==> config.mk <==
export PLATFORM = sky130hd
export DESIGN_NAME = counter_arbiter
export DESIGN_NICKNAME = d
export VERILOG_FILES = /design/src/rtl/counter_arbiter.sv
export SDC_FILE = /design/constraint.sdc
export NUM_CORES = 1
export LEC_CHECK = 0
export ABC_AREA = 1
export CAP_MARGIN = 20
export CORE_ASPECT_RATIO = 0.7
export CORE_UTILIZATION = 49
export DETAILED_ROUTE_END_ITERATION = 7
export PLACE_DENSITY = 0.81
export SLEW_MARGIN = 5
export SYNTH_ARGS = -nofsm -noshare
export SYNTH_HDL_FRONTEND = slang
export SYNTH_SLANG_ARGS = --single-unit
==> constraint.sdc <==
create_clock -name clk -period 2.5 [get_ports clk]
set_clock_uncertainty 0.2 [all_clocks]
set_input_delay 0.375 -clock clk [delete_from_list [all_inputs] [get_ports clk]]
set_output_delay 0.375 -clock clk [all_outputs]
set_load 0.01 [all_outputs]
==> src/rtl/counter_arbiter.sv <==
// counter_arbiter: round-robin arbiter sharing one interval counter among NUM_REQ requesters.
// Define COUNTER_ARB_FIXED_PRI_EN for fixed priority (lowest index wins) instead of round-robin.
module counter_arbiter #(
  parameter int NUM_REQ = 4,
  parameter int CNT_W = 7
) (
  input  logic                     clk,
  input  logic                     rst,
  input  logic [NUM_REQ-1:0]       req,
  input  logic [NUM_REQ*CNT_W-1:0] dur,
  output logic [NUM_REQ-1:0]       gnt,
  output logic [(($clog2(NUM_REQ) > 1) ? $clog2(NUM_REQ) : 1)-1:0] owner,
  output logic                     busy,
  output logic [CNT_W-1:0]         count,
  output logic [NUM_REQ-1:0]       done,
  output logic                     abort
);
  localparam int OW = ($clog2(NUM_REQ) > 1) ? $clog2(NUM_REQ) : 1;
  typedef enum logic [1:0] {IDLE, GRANT, RELEASE} state_t;
  state_t state, state_n;
  logic [NUM_REQ-1:0] gnt_n, done_n;
  logic [OW-1:0] owner_n, win;
  logic [CNT_W-1:0] count_n, dur_l, dur_l_n, last_cnt;
  logic abort_n;
`ifndef COUNTER_ARB_FIXED_PRI_EN
  logic [OW-1:0] last, last_n;
`endif
  assign busy = state != IDLE;
  // A zero duration still gets a one-cycle window
  assign last_cnt = (dur_l == '0) ? '0 : dur_l - 1'b1;
  always_comb begin
    win = '0;
`ifdef COUNTER_ARB_FIXED_PRI_EN
    for (int k = NUM_REQ - 1; k >= 0; k--)
      if (req[k]) win = OW'(k);
`else
    // Scan downwards so the nearest index after last is assigned last and wins
    for (int k = NUM_REQ; k >= 1; k--)
      if (req[(int'(last) + k) % NUM_REQ]) win = OW'((int'(last) + k) % NUM_REQ);
`endif
  end
  always_comb begin
    state_n = state;
    gnt_n = gnt;
    owner_n = owner;
    dur_l_n = dur_l;
    count_n = count;
    done_n = '0;
    abort_n = 1'b0;
`ifndef COUNTER_ARB_FIXED_PRI_EN
    last_n = last;
`endif
    case (state)
      IDLE: if (|req) begin
        state_n = GRANT;
        gnt_n = NUM_REQ'(1) << win;
        owner_n = win;
        dur_l_n = dur[int'(win)*CNT_W +: CNT_W];
        count_n = '0;
      end
      GRANT: begin
        if (count == last_cnt || !req[owner]) begin
          state_n = RELEASE;
          gnt_n = '0;
          count_n = '0;
          done_n = (count == last_cnt) ? gnt : '0;
          abort_n = count != last_cnt;
`ifndef COUNTER_ARB_FIXED_PRI_EN
          last_n = owner;
`endif
        end else
          count_n = count + 1'b1;
      end
      RELEASE: state_n = IDLE;
      default: state_n = IDLE;
    endcase
  end
  always_ff @(posedge clk) begin
    if (rst) begin
      state <= IDLE;
      gnt <= '0;
      owner <= '0;
      dur_l <= '0;
      count <= '0;
      done <= '0;
      abort <= 1'b0;
`ifndef COUNTER_ARB_FIXED_PRI_EN
      last <= OW'(NUM_REQ - 1);
`endif
    end else begin
      state <= state_n;
      gnt <= gnt_n;
      owner <= owner_n;
      dur_l <= dur_l_n;
      count <= count_n;
      done <= done_n;
      abort <= abort_n;
`ifndef COUNTER_ARB_FIXED_PRI_EN
      last <= last_n;
`endif
    end
  end
endmodule

==> impl_metrics.yaml <==
drt:
  ant_nets: 0
  num_vias: 2131
  drt_iter0_markers: 272
  drt-pass1-iter-count: 5
  routed_wl_um: 4950
  viasPerCell: 5.22
  wl_per_cell_um: 12.1
  drc: 0
sta:
  fin_crit_sh: 0.900
  setup_tns_ns: 0
  max_slew.worst_pin.slew_ns: 0.682
  fin_crit_ns: 2.25
  slew_headroom: 0.544
  hold_slack_ns: 0.250
  hold_viol_final: 0
  report.final.slew_viol_count: 0
  rsz0062_at_grt: "no"
  max_freq_mhz: 444
  setup_viol: 0
worst_setup_path:
  worst-setup-path-type: "register to register"
  worstPathRequired_ns: 2.45
  cp.arrival_ns: 2.20
  critPathLaunch: "dur_l[0]$_SDFFE_PP0P_"
  end_kind: "register"
  cp_max_fo: 12
  rr_startpoint: "dur_l[0]$_SDFFE_PP0P_"
  critPathLaunchType: "register"
floorplan:
  num_rows: 18
  io_pins: 53
  core_area_um2: 3690
  fp.dieH_um: 55.2
  die_area_um2: 4300
  die_x_um: 77.9
  start_util: 0.536
synthesis:
  synth_flop_cell: "dfxtp_1"
  ys_warn_count: 0
  yosys.area.top_type: "dfxtp_1"
  synth_area_leaders: "dfxtp_1 29%, nand2_1 15%, nand3_1 12%, inv_1 6.1%, nor2_1 5.3%"
  async_flop_share: 0
  syn-instance-count: 300
  mappedNetlistArea_um2: 1980
  synth_seq_area_share: 0.293
  synth_edf_count: 0
  yosys_register_bits: 29
  netlist.area_leader.share: 0.293
  synth.avg_cell_area_um2: 6.59
  synth_fp_nets: 336
  synth_cell_types: 32
grt:
  grtUsageTotal: 0.247
  grt_max_degree: 20
  gr-total-overflow: 0
  grt_pass1_wl_um: 8050
  antenna_found_initial: 0
  grt_pass1_vias: 1754
clock_network:
  cts_tree: "built"
  path_clk_slew_ns: 0.06
  ctsHoldBuffers: 0
  root_buffer: "clkbuf_8"
  cts_buffers: 5
  cts_max_level: 2
  clk_path_buf_depth: 2
  worstSkewPairLatency_ns: 0.28
  numClockSinks: 29
placement:
  numPortBuffers: 52
  dp_hpwl_um: 3950
  place_area_um2: 2550
  gp_congestion: 0.922
cells_and_area:
  mostFrequentLayoutCells: "81 x nand2_1, 52 x clkdlybuf4s50_1, 47 x nand3_1"
  final_util: 0.712
  nets: 393
  drive_gt1_frac: 0.117
  insertedDiodeCount: 0
  num-fill-cells: 307
  final_common_cell: "nand2_1"
  fin_area_um2: 2630
  area_delta_synth_final_pct: 33.0
hold_path:
  hp-start: "gnt[2]$_SDFFE_PP0P_"
  min_path_type: "register to register"
power_and_ir_drop:
  power.density_nw_per_um2: 1160
  p_leak_nw: 1.19
  vdd_drop_max_v: 0.000568
run_status:
  status: "finished clean"
flow_run:
  maxCapViolations: 0
==> cell families after synthesis <==
logic type                 count (synthesis)  synth area share
and+or+nand+nor                          196             0.503
buffers and inverters                     43            0.0942
DFF                                       29             0.293
AOI/OAI and AO/OA                         25            0.0746
xor gates and xnor gates                   5            0.0221
adders and majority gates                  2            0.0126
==> where the power goes <==
group	switching [W]	total (W)	internal, W
clock network	0.000171	0.000364	0.000192
registers	0.000121	0.000702	0.000581
logic	0.00124	0.00198	0.000741
total	0.00153	0.00305	0.00151
==> state kept, by name, summed over array words and instances (netlist names) <==
register,count
abort,1
count,7
done,4
dur_l,7
gnt,4
last,2
owner,2
state,2
==> timing repair <==
item / CTS / global route
buffers inserted: 0 / 0
gates resized for setup: 0 / 2
endpoints found under the setup margin: 0 / 12
==> metal layers <==
layer	global-route usage	share of wire	vias to the layer above
met5	0	0	-
met4	0.0463	0.0069	0
met3	0.0639	0.082	7
met2	0.392	0.42	108
met1	0.344	0.49	930
li1	-	-	1086
==> path summary, 6_finish.rpt <==
kind                          endpoint  slack, ns  depth (start not counted)
setup reg to reg  last[1]$_SDFFE_PP1P_       0.25                         13
hold / removal      done[2]$_SDFF_PP0_       0.25                          2
hold reg to reg     done[2]$_SDFF_PP0_       0.25                          2
setup / recovery  last[1]$_SDFFE_PP1P_       0.25                         13
==> area by class of cell <==
class	count	area, um^2	area share
clock buffers	6	72.6	0.0276
clock inverters	2	10.0	0.00380
inverters	37	141	0.0537
multi-input cells	228	1210	0.461
flip-flops and latches	29	581	0.221
well taps	50	62.6	0.0238
repair buffers	56	551	0.209
==> synth_stat cells, types with 4 or more instances <==
cell / n
nor2_4: 4
xor2_1: 4
dfxtp_1: 29
nand3_1: 47
nand2_1: 81
nor2_1: 28
o21ai_0: 9
inv_1: 32
a21oi_1: 9
nand2_2: 7
nand2_4: 5
nand4_1: 11
==> worst max-delay path, cell delays in order, from the launching register on <==
cell      delay [ns]
dfxtp_1         0.32
inv_2           0.11
ha_2            0.25
nand2_1         0.06
nor2_1          0.11
nand2_2         0.15
nand3b_1        0.13
nand3_1         0.09
nor2_1          0.18
nand3_4         0.15
nand2_4         0.13
nand2_4         0.09
nand2_1         0.10
nand3_1         0.06
==> metrics by stage <==
stage                     setup WS [ns]  cells  total power, W
final                             0.249    408         0.00305
after global routing             0.0569    408         0.00334
after CTS                         0.148    408         0.00304
after detailed placement          0.109    400         0.00266
after global placement            0.115    400         0.00262
after floorplan                   0.392    300         0.00227
Note: power is estimated with default switching activity, not from simulation.
